[src/rtl/text_line_renderer.sv]
`default_nettype none
// +----------------------------------------------------------------------------+
// | text_line_renderer: line buffer of N_CHARS glyph codes drawn as a scaled   |
// | text box, 3-cycle valid-tagged pixel pipeline, clear engine. Optional      |
// | per-character blink under macro TEXT_LINE_BLINK_EN.                        |
// | Revision 1.0                                                               |
// +----------------------------------------------------------------------------+
module text_line_renderer #(
    parameter int N_CHARS    = 16,
    parameter int SCALE_LOG2 = 1,
    parameter int X_W        = 10,
    parameter int Y_W        = 10,
    parameter int BLINK_LOG2 = 5
) (
    input  logic                       sys_clk,
    input  logic                       sys_rst_n,
    input  logic                       wr_en,
    input  logic [$clog2(N_CHARS)-1:0] wr_addr,
    input  logic [4:0]                 wr_code,
    input  logic                       wr_blink,
    input  logic                       clr_i,
    output logic                       busy_o,
    input  logic [X_W-1:0]             org_x,
    input  logic [Y_W-1:0]             org_y,
    input  logic                       frame_start,
    input  logic                       pix_valid_i,
    input  logic [X_W-1:0]             pix_x,
    input  logic [Y_W-1:0]             pix_y,
    output logic                       pix_valid_o,
    output logic                       pix_on_o
);

    localparam int           AW         = $clog2(N_CHARS);
    localparam int           S          = SCALE_LOG2;
    localparam logic [X_W:0] BOX_W      = (X_W+1)'(N_CHARS * 16 * (1 << S));
    localparam logic [Y_W:0] BOX_H      = (Y_W+1)'(16 * (1 << S));
    localparam logic [4:0]   CODE_SPACE = 5'd26;

    typedef enum logic [0:0] {
        ST_IDLE  = 1'b0,
        ST_CLEAR = 1'b1
    } state_e;

    // Glyphs are stored as 8x8 block shapes; each shape cell spans two rows and
    // two columns, shifted so column 0 is a half cell and column 15 is blank.
    function automatic logic [15:0] font_row(input logic [4:0] code, input logic [3:0] row);
        logic [63:0] g;
        logic [7:0]  b;
        case (code)
            5'd0:  g = 64'h3C66667E66666600;
            5'd1:  g = 64'h7C66667C66667C00;
            5'd2:  g = 64'h3C66606060663C00;
            5'd3:  g = 64'h786C6666666C7800;
            5'd4:  g = 64'h7E60607C60607E00;
            5'd5:  g = 64'h7E60607C60606000;
            5'd6:  g = 64'h3C66606E66663C00;
            5'd7:  g = 64'h6666667E66666600;
            5'd8:  g = 64'h3C18181818183C00;
            5'd9:  g = 64'h1E0C0C0C0C6C3800;
            5'd10: g = 64'h666C7870786C6600;
            5'd11: g = 64'h6060606060607E00;
            5'd12: g = 64'h63777F6B63636300;
            5'd13: g = 64'h66767E7E6E666600;
            5'd14: g = 64'h3C66666666663C00;
            5'd15: g = 64'h7C66667C60606000;
            5'd16: g = 64'h3C666666663C0E00;
            5'd17: g = 64'h7C66667C786C6600;
            5'd18: g = 64'h3C66603C06663C00;
            5'd19: g = 64'h7E18181818181800;
            5'd20: g = 64'h6666666666663C00;
            5'd21: g = 64'h66666666663C1800;
            5'd22: g = 64'h6363636B7F776300;
            5'd23: g = 64'h66663C183C666600;
            5'd24: g = 64'h6666663C18181800;
            5'd25: g = 64'h7E060C1830607E00;
            default: g = 64'h0;
        endcase
        b = g[{~row[3:1], 3'b000} +: 8];
        return {b[7], b[6], b[6], b[5], b[5], b[4], b[4], b[3],
                b[3], b[2], b[2], b[1], b[1], b[0], b[0], 1'b0};
    endfunction

    state_e          state_q;
    logic [AW-1:0]   cnt_q;
    logic            busy_q;
    logic [4:0]      buf_q [N_CHARS];

    logic            buf_we_d;
    logic [AW-1:0]   buf_waddr_d;
    logic [4:0]      buf_wcode_d;

    always_ff @(posedge sys_clk or negedge sys_rst_n) begin
        if (!sys_rst_n) begin
            state_q <= ST_IDLE;
            cnt_q   <= '0;
            busy_q  <= 1'b0;
        end else begin
            case (state_q)
                ST_IDLE: begin
                    if (clr_i) begin
                        state_q <= ST_CLEAR;
                        cnt_q   <= '0;
                        busy_q  <= 1'b1;
                    end
                end
                ST_CLEAR: begin
                    cnt_q <= cnt_q + AW'(1);
                    if (cnt_q == AW'(N_CHARS - 1)) begin
                        state_q <= ST_IDLE;
                        busy_q  <= 1'b0;
                    end
                end
                default: state_q <= ST_IDLE;
            endcase
        end
    end

    // A clear owns the write port; a clear request in IDLE drops a coincident write.
    always_comb begin
        buf_we_d    = 1'b0;
        buf_waddr_d = wr_addr;
        buf_wcode_d = wr_code;
        if (state_q == ST_CLEAR) begin
            buf_we_d    = 1'b1;
            buf_waddr_d = cnt_q;
            buf_wcode_d = CODE_SPACE;
        end else if (wr_en && !clr_i) begin
            buf_we_d = 1'b1;
        end
    end

    always_ff @(posedge sys_clk or negedge sys_rst_n) begin
        if (!sys_rst_n) begin
            for (int i = 0; i < N_CHARS; i++) buf_q[i] <= CODE_SPACE;
        end else if (buf_we_d) begin
            buf_q[buf_waddr_d] <= buf_wcode_d;
        end
    end

    // Stage 1: offsets and box test at one extra bit so overrunning boxes never wrap.
    logic [X_W-1:0] dx_d, dx1_q;
    logic [Y_W-1:0] dy_d, dy1_q;
    logic           inside_d, in1_q, v1_q;

    assign dx_d     = pix_x - org_x;
    assign dy_d     = pix_y - org_y;
    assign inside_d = ({1'b0, pix_x} >= {1'b0, org_x}) && ({1'b0, pix_x} < ({1'b0, org_x} + BOX_W)) &&
                      ({1'b0, pix_y} >= {1'b0, org_y}) && ({1'b0, pix_y} < ({1'b0, org_y} + BOX_H));

    logic [X_W-1:0] char_sh_d, col_sh_d;
    logic [Y_W-1:0] row_sh_d;
    logic [AW-1:0]  char_d;

    assign char_sh_d = dx1_q >> (4 + S);
    assign col_sh_d  = dx1_q >> S;
    assign row_sh_d  = dy1_q >> S;
    assign char_d    = char_sh_d[AW-1:0];

    logic [4:0]  code2_q;
    logic [3:0]  col2_q, row2_q;
    logic        in2_q, v2_q, v3_q, on3_q;
    logic [15:0] row_word_d;
    logic        blank_phase_d;

    assign row_word_d = font_row(code2_q, row2_q);

    always_ff @(posedge sys_clk or negedge sys_rst_n) begin
        if (!sys_rst_n) begin
            dx1_q   <= '0;
            dy1_q   <= '0;
            in1_q   <= 1'b0;
            v1_q    <= 1'b0;
            code2_q <= CODE_SPACE;
            col2_q  <= '0;
            row2_q  <= '0;
            in2_q   <= 1'b0;
            v2_q    <= 1'b0;
            v3_q    <= 1'b0;
            on3_q   <= 1'b0;
        end else begin
            dx1_q   <= dx_d;
            dy1_q   <= dy_d;
            in1_q   <= inside_d;
            v1_q    <= pix_valid_i;
            code2_q <= buf_q[char_d];
            col2_q  <= col_sh_d[3:0];
            row2_q  <= row_sh_d[3:0];
            in2_q   <= in1_q;
            v2_q    <= v1_q;
            v3_q    <= v2_q;
            on3_q   <= v2_q && in2_q && row_word_d[4'd15 - col2_q] && !blank_phase_d;
        end
    end

`ifdef TEXT_LINE_BLINK_EN
    logic                blink_q [N_CHARS];
    logic                blink2_q;
    logic [BLINK_LOG2:0] frame_cnt_q;
    logic                buf_wblink_d;

    assign buf_wblink_d = (state_q == ST_CLEAR) ? 1'b0 : wr_blink;

    always_ff @(posedge sys_clk or negedge sys_rst_n) begin
        if (!sys_rst_n) begin
            for (int i = 0; i < N_CHARS; i++) blink_q[i] <= 1'b0;
            blink2_q    <= 1'b0;
            frame_cnt_q <= '0;
        end else begin
            if (buf_we_d) blink_q[buf_waddr_d] <= buf_wblink_d;
            blink2_q <= blink_q[char_d];
            if (frame_start) frame_cnt_q <= frame_cnt_q + 1'b1;
        end
    end

    assign blank_phase_d = frame_cnt_q[BLINK_LOG2] & blink2_q;
`else
    logic unused_blink;
    assign unused_blink  = ^{wr_blink, frame_start};
    assign blank_phase_d = 1'b0;
`endif

    logic unused_bits;
    assign unused_bits = ^{char_sh_d[X_W-1:AW], col_sh_d[X_W-1:4], row_sh_d[Y_W-1:4]};

    assign busy_o      = busy_q;
    assign pix_valid_o = v3_q;
    assign pix_on_o    = on3_q;

endmodule
`default_nettype wire
[config.mk]
export PLATFORM = sky130hd
export DESIGN_NAME = text_line_renderer
export DESIGN_NICKNAME = d
export VERILOG_FILES = /design/src/rtl/text_line_renderer.sv
export SDC_FILE = /design/constraint.sdc
export NUM_CORES = 1
export LEC_CHECK = 0
export BUFFER_PORTS_ARGS = -buffer_cell sky130_fd_sc_hd__buf_2
export CAP_MARGIN = 20
export CORE_ASPECT_RATIO = 1.4
export CORE_MARGIN = 5
export CORE_UTILIZATION = 55
export CTS_CLUSTER_DIAMETER = 30
export DETAILED_ROUTE_END_ITERATION = 7
export GPL_TIMING_DRIVEN = 0
export HOLD_SLACK_MARGIN = 0.03
export PLACE_DENSITY = 0.74
export SYNTH_ARGS = -nofsm -noshare
export SYNTH_HDL_FRONTEND = slang
export SYNTH_SLANG_ARGS = --single-unit
[constraint.sdc]
create_clock -name sys_clk -period 4 [get_ports sys_clk]
set_input_delay 0.4 -clock sys_clk [delete_from_list [all_inputs] [get_ports sys_clk]]
set_output_delay 0.4 -clock sys_clk [all_outputs]
set_load 0.005 [all_outputs]
==> flow_summary_export.csv, run 1 <==
group,metric,value,unit
floorplanning,std_cell_rows,50,
clock_network,cts_resized,0,
power_and_ir_drop,p_seq_frac,0.310,
clock_network,path_clk_slew,70,ps
clock_network,cts_sinks,115,
final_layout,diodes,0,
setup_path,r2r_cells,13,
floorplanning,coreArea,13300,µm²
route,via_per_inst,6.28,
power_and_ir_drop,max-vdd-ir-drop,0.000485,V
setup_path,r2r-start,"code2_q[2]",
route,drc,0,
status,outcome,"complete, no violations",
yosys,synth_cells,764,
power_and_ir_drop,power.internal,3.93,mW
placement,port_buffers,56,
timing,setup_viol,0,
setup_path,worstPathArrival,3890,ps
route,dr.pass1.iters,4,
setup_path,crit_required,4300,ps
clock_network,postCtsSetupBuffers,0,
power_and_ir_drop,p_leak,3.67,nW
timing,skew,9.98,ps
timing,setup_slack,404,ps
clock_network,cts_root_buffer,"clkbuf_16",
route,wl_per_cell,21.4,µm
grt,track_usage,0.293,
yosys,ys_warn_count,0,
placement,gp_congestion,1.03,
final_layout,drive_gt1_frac,0.246,
placement,hpwl,16.4,mm
placement,pre_cts_ws,-57.9,ps
timing,period_minus_slack,3600,ps
yosys,synth_most_common_cell,"nand2_1",
floorplanning,start_util,0.555,
setup_path,crit_path_end_kind,"flop",
yosys,syn_avg_cell_area,9.64,µm²
setup_path,r2r_slack,400,ps
final_layout,fin_nets,940,
yosys,synth_area_leaders,"dfrtp_1 (22%), dfstp_2 (18%), mux4_2 (8.3%), ha_1 (7.3%), a21oi_1 (4.1%)",
timing,slew_violations,0,
timing,fin_crit_sh,0.899,
setup_path,crit_type,"flop to flop",
route,drtAntennaViolNets,0,
power_and_ir_drop,p_switching,3.00,mW
yosys,async_flop_share,1.00,
placement,place_inst,1004,
timing,max_clock_freq,278,MHz
clock_network,clk_path_buf_depth,2,
yosys,seq_area_frac_synth,0.399,
final_layout,area_growth,15.6,%
route,wl,22.1,mm
timing,hold_viol_final,0,
yosys,synthDistinctLibCells,64,
clock_network,tritoncts,"done",
floorplanning,die_x,108,µm
power_and_ir_drop,p_total,6.93,mW
power_and_ir_drop,p_comb_frac,0.472,
setup_path,cp_slowest_stage_delay,450,ps
floorplanning,die_area,15800,µm²
setup_path,start_kind,"flop",
grt,gr-total-overflow,0,
grt,antenna_found_initial,0,
power_and_ir_drop,swShare,0.433,
yosys,synth_nets,864,
grt,grt_max_degree,60,
flow_run,maxCapViolations,0,
grt,grt_pass1_vias,6880,
yosys,synthFlopType,"dfrtp_1",
timing,rsz0062_at_grt,"false",
setup_path,cpMaxStageDelayCell,"dfrtp_1",
grt,grt_first_pass_wirelength,36.1,mm
power_and_ir_drop,power_density,814,nW/µm²
floorplanning,die_y,147,µm
yosys,synth_edf_count,0,
timing,hold_ws,39.1,ps
worst_hold_path,hold_path_class,"input port to async pin",
setup_path,cp_max_fo,14,
timing,relSlewSlack,0.336,
yosys,synth_top_cell_area_share,0.217,
route,drt_iter0_drc,414,
yosys,synth_top_area_cell,"dfrtp_1",
clock_network,cts_buffers,17,
floorplanning,io_pins,59,
yosys,syn_area,7360,µm²
setup_path,reg2reg_to,"pix_on_o",
setup_path,crit_chain,"buf_2 -> inv_1 -> buf_2 -> ha_1 -> clkbuf_1 -> nand2_1 -> nand2_1 -> a311oi_1 -> a211o_1 -> o21a_1 -> a211oi_1 -> nor4_1 -> nor4bb_1",
power_and_ir_drop,pwr-share-clk,0.218,
yosys,synthTopCellsByCount,"nand2_1 (72), nor2_1 (67), dfrtp_1 (64), a21oi_1 (61), dfstp_2 (51)",
clock_network,clk_latency,420,ps
timing,tightest_slew,996,ps
clock_network,h-tree-depth,4,
final_layout,n_fill_cell,1093,
final_layout,stdcell_count,1035,
yosys,ys_seq_elements,115,
route,vias,6497,
-- layout make-up --
cell class / instances / area, µm² / area share
multi-input cells: 569 / 4100 / 0.481
flip-flops and latches: 115 / 2940 / 0.345
clock buffers: 17 / 425 / 0.0500
repair buffers: 59 / 325 / 0.0382
well taps: 182 / 228 / 0.0267
clock inverters: 15 / 180 / 0.0212
plain buffers: 41 / 178 / 0.0209
inverters: 37 / 139 / 0.0163
-- through the flow --
step	util	instance area (µm²)	setup TNS [ps]
final	0.642	8520	0
after global routing	0.642	8520	0
after CTS	0.642	8510	0
after detailed placement	0.596	7910	-57.9
after global placement	0.594	7870	-52.1
after floorplan	-	7360	0
-- layer usage --
metal	global-route usage	vias up	share of wire
li1	-	2967	-
met1	0.326	3185	0.36
met2	0.516	256	0.52
met3	0.0444	89	0.052
met4	0.180	0	0.065
met5	0	-	0
-- critical path, delay by kind of cell (launching register included) --
kind                       cells  cell delay [ps]
DFF                            1              450
AOI/OAI and AO/OA              4              740
and+or+nand+nor                4              810
buffers and inverters          4             1260
adders and majority gates      1              200
-- layout by cell type, fill, tap and decap left out, drive strengths merged, types with 3 or more instances in the layout --
cell and count:
buf 76, nand2 72, nor2 67, o21ai 67, dfrtp 64, a21oi 61
dfstp 51, inv 45, ha 43, clkbuf 41, mux4 27, nand3 22
mux2 22, nand2b 21, nor3 15, nor2b 14, a211oi 12, xnor2 9
a31oi 9, o21a 8, a22o 7, mux2i 6, clkinv 6, a221oi 5
o311ai 5, a21o 4, o31a 4, a211o 4, o211ai 4, nand4 4
nor4bb 4, o22ai 4, nand3b 4, xor2 3, a311oi 3, a22oi 3
o31ai 3, o221ai 3, a41oi 3
-- worst max path at each step --
stage	start	endpoint	slack [ps]	depth (start not counted)
finish	code2_q[2]	pix_on_o	400	13
global route	code2_q[2]	pix_on_o	170	13
CTS	code2_q[1]	pix_on_o	230	12
detailed placement	code2_q[1]	pix_on_o	-60	13
global placement	code2_q[1]	pix_on_o	-50	13
floorplan	code2_q[1]	pix_on_o	910	13
-- state kept, by name, summed over array words and instances (netlist names) --
signal,flops
buf_q,80
busy_o,1
cnt_q,4
code2_q,5
col2_q,4
dx1_q,8
dy1_q,3
in1_q,1
in2_q,1
pix_on_o,1
pix_valid_o,1
row2_q,3
state_q,1
v1_q,1
v2_q,1
-- cells by family after synthesis --
family,count (synthesis),share of synthesized area
compound gates,227,0.196
xor+xnor,12,0.0143
fa+ha+maj,44,0.0758
buf+inv,80,0.0440
flops,115,0.399
mux,55,0.124
simple gates,231,0.146
-- power by group through the flow --
stage	Sequential [mW]	Clock [mW]	Combinational, mW
2_1_floorplan	2.01	0	2.32
3_3_place_gp	2.08	0	3.18
3_5_place_dp	2.13	0	3.21
4_1_cts	2.13	1.53	3.23
5_1_grt	2.21	1.59	3.54
6_report	2.15	1.51	3.27
-- what timing repair did --
item                                    in CTS  in global routing
endpoints found under the setup margin       1                  1
hold buffers                                 0                  0
endpoints found under the hold margin        0                  0
No activity file was read; power rests on OpenSTA's default activity.
==> inputs of run 2 (changes only) <==
PLACE_DENSITY = unset   (was 0.74)
PLACE_DENSITY_LB_ADDON = 0.25   (was unset)
==> run 2 against run 1 <==
  * Die area did not move
  * Core utilization up 0.085 points
  * Routed wire length up 1.2%
  * Combinational power increased by 2%
  * Hold slack better by 70 ps
  * Highest routed layer unchanged
  * Clock skew is 2.0 ps lower
  * Worst setup slack improved by 19 ps
  * Global-route usage down 0.28 points
  * First-iteration DRC count decreased by 15%
  * Fmax increased by 0.54%
==> flow_summary_export.csv, run 2 (synthesized netlist as in run 1, its figures left out) <==
group,metric,value,unit
status,outcome,"complete, no violations",
worst_hold_path,min_path_cells,1,
floorplanning,std_cell_rows,50,
setup_path,crit_required,4280,ps
placement,place_inst,1005,
final_layout,fin_nets,943,
route,drc,0,
clock_network,cts_sinks,115,
setup_path,start_kind,"flop",
route,dr.pass1.iters,5,
clock_network,cts_buffers,17,
flow_run,maxCapViolations,0,
final_layout,final_cell_area,8530,µm²
final_layout,post-route-util,0.643,
placement,hpwl,16.4,mm
grt,grt_pass1_vias,6850,
setup_path,cp_slowest_stage_delay,720,ps
power_and_ir_drop,max-vdd-ir-drop,0.000614,V
route,via_per_inst,6.32,
final_layout,stdcell_count,1038,
timing,hold_ws,110,ps
final_layout,diodes,0,
clock_network,path_clk_slew,60,ps
setup_path,crit_path_end_kind,"flop",
timing,skew,8.03,ps
clock_network,cts_root_buffer,"clkbuf_16",
timing,slew_violations,0,
setup_path,cpMaxStageDelayCell,"dfstp_2",
timing,tightest_slew,898,ps
floorplanning,coreArea,13300,µm²
timing,period_minus_slack,3580,ps
clock_network,tritoncts,"done",
final_layout,layout_common_cells,"nand2_1 (72), buf_2 (71), nor2_1 (67)",
grt,gr-total-overflow,0,
timing,rsz0062_at_grt,"false",
final_layout,top_register,"buf_q",
setup_path,r2r_cells,11,
timing,setup_viol,0,
clock_network,clk_latency,420,ps
power_and_ir_drop,p_leak,3.68,nW
final_layout,largest_reg_flops,80,
placement,port_buffers,56,
final_layout,largestRegisters,"buf_q: 80 flops, dx1_q: 8 flops, code2_q: 5 flops",
grt,track_usage,0.290,
setup_path,worstPathArrival,3860,ps
timing,hold_viol_final,0,
floorplanning,die_x,108,µm
floorplanning,die_area,15800,µm²
final_layout,final_common_cell,"nand2_1",
timing,max_clock_freq,280,MHz
clock_network,clk_path_buf_depth,2,
clock_network,h-tree-depth,4,
power_and_ir_drop,power_density,816,nW/µm²
route,drt_iter0_drc,350,
worst_hold_path,hold_path_class,"input port to flop",
floorplanning,start_util,0.555,
setup_path,crit_chain,"clkbuf_2 -> inv_1 -> ha_1 -> and2_1 -> nor3_1 -> a21oi_1 -> a221oi_1 -> o32a_1 -> nor2_1 -> o311ai_0 -> nor4bb_1",
setup_path,cp_max_fo,16,
grt,grt_max_degree,82,
timing,setup_slack,423,ps
timing,setup_tns,0,ps
route,vias,6557,
route,wl_per_cell,21.6,µm
timing,relSlewSlack,0.401,
setup_path,crit_type,"flop to flop",
grt,grt_first_pass_wirelength,35.4,mm
floorplanning,io_pins,59,
final_layout,area_growth,15.8,%
placement,pre_cts_ws,1.04,ps
final_layout,drive_gt1_frac,0.248,
floorplanning,die_y,147,µm
placement,placed_area,7920,µm²
placement,gp_congestion,1.02,
clock_network,postCtsSetupBuffers,0,
route,wl,22.4,mm
route,drtAntennaViolNets,0,
timing,fin_crit_sh,0.894,
grt,antenna_found_initial,0,
power_and_ir_drop,p_total,6.95,mW
-- run 2: layer usage --
metal | track usage | vias to the layer above | part of all wire
met3 | 0.0598 | 108 | 0.055
met2 | 0.503 | 304 | 0.52
met4 | 0.196 | 0 | 0.067
met5 | 0 | - | 0
li1 | - | 2959 | -
met1 | 0.312 | 3186 | 0.36
-- run 2: cell type report --
type                            instances  area, µm²
Tap cell                              182        228
Multi-Input combinational cell        569       4100
Timing Repair Buffer                   61        347
Inverter                               37        139
Fill cell                            1082       4740
Buffer                                 42        183
Clock buffer                           17        425
Sequential cell                       115       2940
Clock inverter                         15        165
-- run 2: where the power goes --
group	internal (mW)	leakage [nW]	switching (mW)
registers	1.81	1.36	0.323
clock network	0.886	0.286	0.620
logic	1.29	2.03	2.03
-- run 2: path summary, 6_finish.rpt --
kind                             start         to  slack [ps]
max                         code2_q[1]   pix_on_o         420
min                        pix_valid_i       v1_q         110
max reg2reg                 code2_q[1]   pix_on_o         420
min reg2reg                   dx1_q[4]  col2_q[3]         350
max in group asynchronous    sys_rst_n   buf_q[1]        2730
min in group asynchronous    sys_rst_n  buf_q[65]         490
-- run 2: repair_timing --
| item | in CTS | in global routing |
|---|---|---|
| hold buffers | 1 | 0 |
| pin swaps | 0 | 0 |
| endpoints found under the hold margin | 14 | 0 |
| endpoints found under the setup margin | 1 | 1 |
| gates resized for setup | 1 | 0 |
-- run 2: worst max-delay path: cells and delay by family (launching register included) --
family | cells | cell delay (ps)
adders and majority gates | 1 | 340
AOI/OAI and AO/OA | 4 | 1190
DFF | 1 | 720
and+or+nand+nor | 4 | 680
buffers and inverters | 2 | 500
==> inputs of run 3 (changes only) <==
CORE_UTILIZATION = 61   (was 55)
==> run 3 against run 2 <==
  * Fmax decreased by 0.77%
  * Global-route usage increased by 3.7 points
  * Via count increased by 2.1%
  * Register-to-register slack got worse by 30 ps
  * Critical path depth increased by 1
  * Core utilization increased by 7.6 points
  * Clock power increased by 3%
  * Routed wire length increased by 0.59%
  * Clock-buffer cell count unchanged
  * Non-clock buffer count decreased by 1
  * Critical path type unchanged
  * Sequential power about the same
==> flow_summary_export.csv, run 3 (synthesized netlist as in run 1, its figures left out) <==
group,metric,value,unit
timing,setup_tns,0,ps
setup_path,cp_max_fo,16,
floorplanning,die_y,140,µm
worst_hold_path,hold_path_end,"v1_q",
timing,slew_violations,0,
setup_path,cp_num_buf_inv,3,
final_layout,diodes,0,
final_layout,area_growth,15.4,%
setup_path,worstPathArrival,3910,ps
floorplanning,std_cell_rows,47,
setup_path,crit_type,"flop to flop",
setup_path,crit_cells,12,
timing,fin_crit_sh,0.901,
grt,antenna_found_initial,0,
route,via_per_inst,6.68,
route,wl_met1,7.61,mm
route,drtAntennaViolNets,0,
final_layout,multiInputGateArea,4110,µm²
route,dr.pass1.iters,5,
timing,skew,12.9,ps
setup_path,r2r_cells,12,
grt,grt_first_pass_wirelength,36.2,mm
power_and_ir_drop,max-vdd-ir-drop,0.000591,V
setup_path,cp_slowest_stage_delay,720,ps
final_layout,largestRegisters,"buf_q: 80 flops, dx1_q: 8 flops, code2_q: 5 flops",
grt,grt_pass1_vias,7091,
power_and_ir_drop,swShare,0.438,
route,top_layer,"met4",
final_layout,fin_nets,942,
timing,max_clock_freq,277,MHz
floorplanning,io_pins,59,
final_layout,n_fill_cell,786,
final_layout,final_common_cell,"nand2_1",
setup_path,cpMaxStageDelayCell,"dfstp_2",
route,drt_iter0_drc,499,
power_and_ir_drop,power_density,827,nW/µm²
final_layout,stdcell_count,1002,
final_layout,top_register,"buf_q",
clock_network,tritoncts,"done",
clock_network,postCtsSetupBuffers,0,
floorplanning,die_area,14400,µm²
clock_network,cts_buffers,17,
setup_path,r2r_slack,400,ps
clock_network,cts_sinks,115,
timing,period_minus_slack,3600,ps
power_and_ir_drop,p_comb_frac,0.474,
route,wl_per_cell,22.5,µm
power_and_ir_drop,p_total,7.03,mW
power_and_ir_drop,p_leak,3.69,nW
timing,hold_ws,85.7,ps
worst_hold_path,hp-start,"pix_valid_i",
grt,grt_max_degree,81,
power_and_ir_drop,power.internal,3.95,mW
clock_network,clk_latency,420,ps
setup_path,reg2reg_to,"pix_on_o",
flow_run,maxCapViolations,0,
placement,hpwl,15.9,mm
final_layout,drive_gt1_frac,0.248,
power_and_ir_drop,pwr-share-clk,0.220,
route,met3_length,1.46,mm
setup_path,crit_required,4300,ps
route,met2_length,11.9,mm
clock_network,path_clk_slew,70,ps
clock_network,h-tree-depth,4,
final_layout,seq_area,2940,µm²
clock_network,clk_path_buf_depth,2,
timing,hold_viol_final,0,
setup_path,crit_path_end_kind,"flop",
timing,setup_viol,0,
route,wl,22.5,mm
placement,port_buffers,56,
setup_path,start_kind,"flop",
timing,relSlewSlack,0.351,
setup_path,crit_chain,"clkbuf_2 -> inv_1 -> ha_1 -> clkbuf_1 -> mux2_2 -> a211o_1 -> o21ai_1 -> a31oi_1 -> nand4_1 -> a21oi_1 -> nor2_1 -> nor4bb_1",
clock_network,cts_root_buffer,"clkbuf_16",
grt,track_usage,0.327,
grt,gr-total-overflow,0,
timing,rsz0062_at_grt,"false",
timing,tightest_slew,973,ps
placement,place_inst,968,
setup_path,r2r-start,"code2_q[1]",
route,drc,0,
setup_path,critPathTopFamily,"buffers and inverters",
worst_hold_path,min_path_cells,1,
floorplanning,die_x,103,µm
status,outcome,"complete, no violations",
power_and_ir_drop,p_seq_frac,0.305,
floorplanning,coreArea,11800,µm²
final_layout,largest_reg_flops,80,
power_and_ir_drop,p_switching,3.08,mW
floorplanning,start_util,0.623,
worst_hold_path,hold_path_class,"input port to flop",
final_layout,layout_common_cells,"nand2_1 (72), buf_2 (71), nor2_1 (67)",
placement,gp_congestion,0.969,
route,vias,6694,
## run 3: cell types whose count changed in the layout (fill, tap and decap cells not counted), sizes merged
cell	previous run	this run
buf	78	75
bufinv	1	0
clkbuf	41	43
clkinv	4	6
clkinvlp	2	0
inv	45	46
## run 3: layout make-up
class | instances | share of cell area
sequential | 115 | 0.346
timing repair buffer | 60 | 0.0395
buffer | 42 | 0.0215
clock inverter | 15 | 0.0216
tap | 147 | 0.0216
clock buffer | 17 | 0.0501
multi-input combinational | 569 | 0.483
inverter | 37 | 0.0163
## run 3: worst max-delay path by stage
stage	startpoint	endpoint	slack [ps]
after floorplan	code2_q[1]	pix_on_o	910
after global placement	code2_q[1]	pix_on_o	-20
after detailed placement	code2_q[1]	pix_on_o	50
after CTS	code2_q[1]	pix_on_o	20
after global routing	code2_q[1]	pix_on_o	220
final	code2_q[1]	pix_on_o	400
## run 3: timing repair
item | in CTS | in global routing
hold endpoints to repair | 18 | 0
hold buffers | 1 | 0
resized for setup | 0 | 3
setup endpoints to repair | 0 | 1
## run 3: power groups by stage
stage | Clock, mW | Combinational (mW) | Sequential, mW
5_1_grt | 1.61 | 3.59 | 2.20
3_3_place_gp | 0 | 3.13 | 2.07
6_report | 1.55 | 3.33 | 2.15
2_1_floorplan | 0 | 2.32 | 2.01
3_5_place_dp | 0 | 3.17 | 2.12
4_1_cts | 1.55 | 3.24 | 2.12
## run 3: routing by layer
layer / global-route usage / up-vias
li1: - / 2973
met1: 0.361 / 3213
met2: 0.554 / 385
met3: 0.0642 / 123
met4: 0.224 / 0
met5: 0 / -
## run 3: per-stage QoR
| step | util | instance area, µm² | worst slack, ps |
|---|---|---|---|
| after floorplan | - | 7360 | 913 |
| after global placement | 0.662 | 7830 | -19.2 |
| after detailed placement | 0.665 | 7860 | 51.8 |
| after CTS | 0.717 | 8480 | 16.5 |
| after global routing | 0.719 | 8500 | 221 |
| final | 0.719 | 8500 | 395 |
